$ cat src/rtl/dmem_arbiter_pkg.sv
// Shared types and constants for the data-memory arbiter: FSM state encoding,
// requester port identifiers and a small decode helper.
package dmem_arbiter_pkg;

    typedef enum logic [1:0] {
        ST_IDLE   = 2'd0,
        ST_ACCESS = 2'd1,
        ST_RESP   = 2'd2
    } state_e;

    localparam logic PORT_CPU = 1'b0;
    localparam logic PORT_LDR = 1'b1;

    function automatic logic [1:0] port_onehot(input logic id);
        return (id == PORT_LDR) ? 2'b10 : 2'b01;
    endfunction

endpackage

$ cat src/rtl/dmem_arbiter_if.sv
// Bundle of the two request ports, the response signals and the data_memory side
// of the arbiter; slave = arbiter view, master = requester/memory view.
interface dmem_arbiter_if #(
    parameter int ADDR_W = 64,
    parameter int DATA_W = 64
);
    logic              req0_valid;
    logic              req0_ready;
    logic              req0_we;
    logic [ADDR_W-1:0] req0_addr;
    logic [DATA_W-1:0] req0_wdata;
    logic              req1_valid;
    logic              req1_ready;
    logic              req1_we;
    logic [ADDR_W-1:0] req1_addr;
    logic [DATA_W-1:0] req1_wdata;
    logic              rsp0_valid;
    logic              rsp1_valid;
    logic [DATA_W-1:0] rsp_rdata;
    logic [ADDR_W-1:0] mem_address;
    logic [DATA_W-1:0] mem_wdata;
    logic              mem_read;
    logic              mem_write;
    logic [DATA_W-1:0] mem_rdata;

    modport slave (
        input  req0_valid, req0_we, req0_addr, req0_wdata,
        input  req1_valid, req1_we, req1_addr, req1_wdata,
        input  mem_rdata,
        output req0_ready, req1_ready, rsp0_valid, rsp1_valid, rsp_rdata,
        output mem_address, mem_wdata, mem_read, mem_write
    );

    modport master (
        output req0_valid, req0_we, req0_addr, req0_wdata,
        output req1_valid, req1_we, req1_addr, req1_wdata,
        output mem_rdata,
        input  req0_ready, req1_ready, rsp0_valid, rsp1_valid, rsp_rdata,
        input  mem_address, mem_wdata, mem_read, mem_write
    );
endinterface

$ cat src/rtl/dmem_arbiter_rr_arbiter2.sv
// Two-way combinational arbiter: single requester always wins; on a tie either
// port 0 wins (fixed priority) or the port that was not granted last wins.
module rr_arbiter2
    import dmem_arbiter_pkg::*;
(
    input  logic [1:0] i_valid,
    input  logic       i_last_grant,
    input  logic       i_fixed_prio,
    output logic [1:0] o_grant
);

    // One-hot grant selection
    always_comb begin
        o_grant = 2'b00;
        case (i_valid)
            2'b01: o_grant = 2'b01;
            2'b10: o_grant = 2'b10;
            2'b11: begin
                if (i_fixed_prio || (i_last_grant == PORT_LDR)) begin
                    o_grant = 2'b01;
                end else begin
                    o_grant = 2'b10;
                end
            end
            default: o_grant = 2'b00;
        endcase
    end

endmodule

$ cat src/rtl/dmem_arbiter.sv
// Shares the single-port data memory between the MEM stage (port 0) and the
// loader/debug port (port 1): accept, one-cycle memory strobe, one-cycle response.
module dmem_arbiter
    import dmem_arbiter_pkg::*;
#(
    parameter int ADDR_W     = 64,
    parameter int DATA_W     = 64,
    parameter bit FIXED_PRIO = 1'b0
) (
    input  logic i_clk,
    input  logic i_rst,
    dmem_arbiter_if.slave io_bus
);

    state_e            r_state;
    state_e            w_next_state;
    logic              r_id;
    logic              r_we;
    logic [ADDR_W-1:0] r_addr;
    logic [DATA_W-1:0] r_wdata;
    logic [DATA_W-1:0] r_rdata;
    logic              r_last_grant;
    logic [1:0]        w_valid;
    logic [1:0]        w_grant;
    logic [1:0]        w_accept;
    logic              w_accept_id;
    logic              w_mem_read;
    logic              w_mem_write;
    logic [1:0]        w_rsp;

    assign w_valid     = {io_bus.req1_valid, io_bus.req0_valid};
    assign w_accept_id = w_accept[1];

    rr_arbiter2 u_arb (
        .i_valid      (w_valid),
        .i_last_grant (r_last_grant),
        .i_fixed_prio (FIXED_PRIO),
        .o_grant      (w_grant)
    );

    // Next-state and accept decode; requests are only taken in IDLE and never under reset
    always_comb begin
        w_next_state = r_state;
        w_accept     = 2'b00;
        case (r_state)
            ST_IDLE: begin
                if (!i_rst) begin
                    w_accept = w_grant;
                end else begin
                    w_accept = 2'b00;
                end
                if (|w_accept) begin
                    w_next_state = ST_ACCESS;
                end else begin
                    w_next_state = ST_IDLE;
                end
            end
            ST_ACCESS: w_next_state = ST_RESP;
            ST_RESP:   w_next_state = ST_IDLE;
            default:   w_next_state = ST_IDLE;
        endcase
    end

    // Memory strobes and response pulse, all forced low while reset is held
    always_comb begin
        w_mem_read  = 1'b0;
        w_mem_write = 1'b0;
        w_rsp       = 2'b00;
        if (!i_rst && (r_state == ST_ACCESS)) begin
            w_mem_read  = !r_we;
            w_mem_write = r_we;
        end else begin
            w_mem_read  = 1'b0;
            w_mem_write = 1'b0;
        end
        if (!i_rst && (r_state == ST_RESP)) begin
            w_rsp = port_onehot(r_id);
        end else begin
            w_rsp = 2'b00;
        end
    end

    // State, request latch, arbitration history and load-data register
    always_ff @(posedge i_clk) begin
        if (i_rst) begin
            r_state      <= ST_IDLE;
            r_id         <= PORT_CPU;
            r_we         <= 1'b0;
            r_addr       <= '0;
            r_wdata      <= '0;
            r_rdata      <= '0;
            r_last_grant <= PORT_LDR;
        end else begin
            r_state <= w_next_state;
            if (|w_accept) begin
                r_id         <= w_accept_id;
                r_we         <= w_accept_id ? io_bus.req1_we    : io_bus.req0_we;
                r_addr       <= w_accept_id ? io_bus.req1_addr  : io_bus.req0_addr;
                r_wdata      <= w_accept_id ? io_bus.req1_wdata : io_bus.req0_wdata;
                r_last_grant <= w_accept_id;
            end
            if ((r_state == ST_ACCESS) && !r_we) begin
                r_rdata <= io_bus.mem_rdata;
            end
        end
    end

    assign io_bus.req0_ready  = w_accept[0];
    assign io_bus.req1_ready  = w_accept[1];
    assign io_bus.rsp0_valid  = w_rsp[0];
    assign io_bus.rsp1_valid  = w_rsp[1];
    assign io_bus.rsp_rdata   = r_rdata;
    assign io_bus.mem_address = r_addr;
    assign io_bus.mem_wdata   = r_wdata;
    assign io_bus.mem_read    = w_mem_read;
    assign io_bus.mem_write   = w_mem_write;

endmodule

$ cat src/flat_wrapper.sv
// flat-port wrapper written by rule: the top's interface ports become plain ports
module dmem_arbiter_flat import dmem_arbiter_pkg::*;
#(
    parameter int ADDR_W     = 64,
    parameter int DATA_W     = 64,
    parameter bit FIXED_PRIO = 1'b0
)
  (i_clk, i_rst, io_bus_req0_valid, io_bus_req0_we, io_bus_req0_addr, io_bus_req0_wdata, io_bus_req1_valid, io_bus_req1_we, io_bus_req1_addr, io_bus_req1_wdata, io_bus_mem_rdata, io_bus_req0_ready, io_bus_req1_ready, io_bus_rsp0_valid, io_bus_rsp1_valid, io_bus_rsp_rdata, io_bus_mem_address, io_bus_mem_wdata, io_bus_mem_read, io_bus_mem_write);
  dmem_arbiter_if #(.ADDR_W(ADDR_W), .DATA_W(DATA_W)) io_bus_i ();
  input  logic i_clk;
  input  logic i_rst;
  input wire logic [$bits(io_bus_i.req0_valid)-1:0] io_bus_req0_valid;
  input wire logic [$bits(io_bus_i.req0_we)-1:0] io_bus_req0_we;
  input wire logic [$bits(io_bus_i.req0_addr)-1:0] io_bus_req0_addr;
  input wire logic [$bits(io_bus_i.req0_wdata)-1:0] io_bus_req0_wdata;
  input wire logic [$bits(io_bus_i.req1_valid)-1:0] io_bus_req1_valid;
  input wire logic [$bits(io_bus_i.req1_we)-1:0] io_bus_req1_we;
  input wire logic [$bits(io_bus_i.req1_addr)-1:0] io_bus_req1_addr;
  input wire logic [$bits(io_bus_i.req1_wdata)-1:0] io_bus_req1_wdata;
  input wire logic [$bits(io_bus_i.mem_rdata)-1:0] io_bus_mem_rdata;
  output wire logic [$bits(io_bus_i.req0_ready)-1:0] io_bus_req0_ready;
  output wire logic [$bits(io_bus_i.req1_ready)-1:0] io_bus_req1_ready;
  output wire logic [$bits(io_bus_i.rsp0_valid)-1:0] io_bus_rsp0_valid;
  output wire logic [$bits(io_bus_i.rsp1_valid)-1:0] io_bus_rsp1_valid;
  output wire logic [$bits(io_bus_i.rsp_rdata)-1:0] io_bus_rsp_rdata;
  output wire logic [$bits(io_bus_i.mem_address)-1:0] io_bus_mem_address;
  output wire logic [$bits(io_bus_i.mem_wdata)-1:0] io_bus_mem_wdata;
  output wire logic [$bits(io_bus_i.mem_read)-1:0] io_bus_mem_read;
  output wire logic [$bits(io_bus_i.mem_write)-1:0] io_bus_mem_write;
  assign io_bus_i.req0_valid = io_bus_req0_valid;
  assign io_bus_i.req0_we = io_bus_req0_we;
  assign io_bus_i.req0_addr = io_bus_req0_addr;
  assign io_bus_i.req0_wdata = io_bus_req0_wdata;
  assign io_bus_i.req1_valid = io_bus_req1_valid;
  assign io_bus_i.req1_we = io_bus_req1_we;
  assign io_bus_i.req1_addr = io_bus_req1_addr;
  assign io_bus_i.req1_wdata = io_bus_req1_wdata;
  assign io_bus_i.mem_rdata = io_bus_mem_rdata;
  assign io_bus_req0_ready = io_bus_i.req0_ready;
  assign io_bus_req1_ready = io_bus_i.req1_ready;
  assign io_bus_rsp0_valid = io_bus_i.rsp0_valid;
  assign io_bus_rsp1_valid = io_bus_i.rsp1_valid;
  assign io_bus_rsp_rdata = io_bus_i.rsp_rdata;
  assign io_bus_mem_address = io_bus_i.mem_address;
  assign io_bus_mem_wdata = io_bus_i.mem_wdata;
  assign io_bus_mem_read = io_bus_i.mem_read;
  assign io_bus_mem_write = io_bus_i.mem_write;
  dmem_arbiter #(.ADDR_W(ADDR_W), .DATA_W(DATA_W), .FIXED_PRIO(FIXED_PRIO)) u_core (.i_clk(i_clk), .i_rst(i_rst), .io_bus(io_bus_i));
endmodule
$ cat config.mk
export PLATFORM = sky130hd
export DESIGN_NAME = dmem_arbiter_flat
export DESIGN_NICKNAME = d
export VERILOG_FILES = /design/src/rtl/dmem_arbiter_pkg.sv /design/src/rtl/dmem_arbiter_if.sv /design/src/rtl/dmem_arbiter_rr_arbiter2.sv /design/src/rtl/dmem_arbiter.sv /design/src/flat_wrapper.sv
export SDC_FILE = /design/constraint.sdc
export NUM_CORES = 1
export LEC_CHECK = 0
export CAP_MARGIN = 30
export CORE_AREA = 2 2 204 206
export CTS_CLUSTER_SIZE = 40
export DETAILED_ROUTE_END_ITERATION = 10
export DIE_AREA = 0 0 206 208
export PLACE_DENSITY = 0.57
export SETUP_SLACK_MARGIN = 0.02
export SYNTH_ARGS = -nofsm -noshare
export SYNTH_HDL_FRONTEND = slang
export SYNTH_HIERARCHICAL = 1
export SYNTH_SLANG_ARGS = --single-unit
export TNS_END_PERCENT = 10
$ cat constraint.sdc
create_clock -name i_clk -period 3.8 [get_ports i_clk]
set_input_delay 0.38 -clock i_clk [delete_from_list [all_inputs] [get_ports i_clk]]
set_output_delay 0.38 -clock i_clk [all_outputs]
set_load 0.01 [all_outputs]
==> out/summary.txt <==
Seq. cell area -> 0.00394 mm²
Yosys warning count -> 6
Final #Nets -> 1,679
Clock buffer depth -> 2
VDD IR-drop max -> 0.000311 V
Vias per cell -> 4.40
Status -> completed
Multi-input gate area -> 0.00359 mm²
Dpl hpwl -> 23.7 mm
Placer Congestion -> 0.749
CTS Buf Count -> 17
Area added between synthesis and finish -> 71.3%
CTS tree -> yes
Detailed Route WL -> 32.8 mm
Post-CTS Hold Buffers -> 0
Critical Path Fanout Max -> 8
Ys async rst share -> 0
Post-CTS setup buffer count -> 0
Antenna violations before repair -> 0
Worst Setup SP -> u_core/r_state[0]
H-tree Lvls -> 4
CTS root buf -> clkbuf_16
Number of enable flip-flop cells after synthesis -> 0
Avg Inst Size Synth -> 9.62 µm²
# diodes -> 0
RSZ-0062 raised after global routing -> no
Post-synthesis register bit count -> 197
Share of layout cells above drive strength 1 -> 0.116
Inst Count DP -> 1,866
# rows -> 74
Min-delay src -> i_rst
Worst clock skew -> 7.83 ps
Pwr dens -> 408 mW/mm²
Clk sinks -> 197
Full die area -> 0.0428 mm²
Synth top area cells -> dfxtp_1 46%, a221oi_2 19%, o22ai_1 9.4%, inv_1 5.8%, nand2_1 5.6%
Largest net degree at the start of global routing -> 126
Synth top area share -> 0.460
Pleak -> 5.20 nW
Synth Instances -> 892
Mapped Area -> 0.00858 mm²
GR Overflow Total -> 0
Die Span Y -> 208 µm
Drt first pass iters -> 4
Iter 0 DRT Violations -> 305
Final hold violation count -> 0
Clk Latency, worst-skew pair -> 460 ps
Design Area, Final -> 0.0147 mm²
Post-Place Cell Area -> 0.0141 mm²
Ys flop type -> dfxtp_1
Netlist cell types -> 27
Commonest cells in the netlist -> 197 x dfxtp_1, 132 x inv_1, 129 x nand2_1, 129 x o22ai_1, 110 x a221oi_2
Data required, critical path -> 3420 ps
Final number of setup-violating endpoints -> 0
DRC Markers -> 0
Final Critical Period -> 2560 ps
Total power -> 6.00 mW
Finished Core Util -> 0.362
Antenna viol nets, final -> 0
Area leader, netlist -> dfxtp_1
Min-Delay Path Class -> input pin to flop
Post-route clock period utilization -> 0.675
Finished Layout Cells -> 1,898
Max Fclk -> 0.390 GHz
CP Launch Type -> flop
Max-Cap Viols -> 0
Setup crit end kind -> output pin
Port bufs -> 523
First-pass GRT wire length -> 48.1 mm
Die Width -> 206 µm
Ports -> 524
Core box area -> 0.0406 mm²
Post-cts sizing count -> 0
Slew Viols, Final -> 0
Slew @ Worst Pin -> 1040 ps
Fillers -> 4,107
Placement Setup Slack -> 1050 ps
Routed length per instance -> 17.3 µm
Initial Util -> 0.212
Total track usage -> 0.147
Min setup slack post-route -> 1240 ps
WHS -> 276 ps
Seq/Total Area, Yosys -> 0.460
Fin Setup TNS -> 0 ps
CP arrival -> 2180 ps
Worst R2R Start -> u_core/r_last_grant
Clock-pin slew on the worst setup and hold paths -> 70 ps
Number of global-route vias before repair -> 8,481
Most frequent cell after synthesis -> dfxtp_1
Vias -> 8,354
Max-slew headroom -> 0.304
Worst Setup Path Type -> flop to output pin
==> critical path: stages (launching register included) <==
cell,delay [ps]
dfxtp_1,390
nor3_4,520
and2_1,260
clkdlybuf4s50_1,560
==> kinds of logic after synthesis <==
family,synth area share
other,0.000437
AND/OR/NAND/NOR,0.0691
AO/OA/AOI/OAI,0.347
flip-flops,0.460
buffers and inverters,0.124
==> final timing paths <==
check                                 end  slack [ps]  cells after the start
max                     io_bus_req1_ready        1240                      3
min           u_core/io_bus.mem_wdata[19]         280                      2
max reg2reg  u_core/io_bus.mem_address[5]        1400                      6
min reg2reg   u_core/io_bus.rsp_rdata[20]         460                      2
==> sequential cells by signal, indices dropped and copies added (netlist names) <==
signal and count:
u_core/io_bus.mem_address 64, u_core/io_bus.mem_wdata 64, u_core/io_bus.rsp_rdata 64, u_core/r_id 1
u_core/r_last_grant 1, u_core/r_state 2, u_core/r_we 1
==> layout make-up <==
cell class | instances | area share
Clock inverter | 14 | 0.0129
Multi-Input combinational cell | 472 | 0.245
Tap cell | 532 | 0.0453
Clock buffer | 18 | 0.0292
Inverter | 132 | 0.0339
Timing Repair Buffer | 533 | 0.366
Sequential cell | 197 | 0.268
==> where the power goes <==
group          total, mW  internal [mW]  switching [mW]
registers           2.39           2.27           0.112
clock network       1.94           1.06           0.885
logic               1.67          0.907           0.767
==> placed cells by master, fill, tap and decap left out, types with 4 or more instances in the layout <==
| cell | instances |
|---|---|
| a21oi_1 | 64 |
| a221oi_1 | 19 |
| a221oi_2 | 110 |
| and2_1 | 4 |
| buf_12 | 5 |
| buf_4 | 5 |
| clkbuf_16 | 17 |
| clkdlybuf4s50_1 | 522 |
| dfxtp_1 | 197 |
| inv_1 | 131 |
| inv_6 | 5 |
| nand2_1 | 129 |
| o22ai_1 | 129 |
==> metal layers <==
metal  wire [µm]  up-vias  part of all wire  track usage
li1            -     4147                 -            -
met1       12800     3827              0.39        0.157
met2       15900      353              0.48        0.257
met3        3550       27              0.11       0.0630
met4         535        0             0.016       0.0485
met5           0        -                 0            0
No activity file was read; power rests on OpenSTA's default activity.
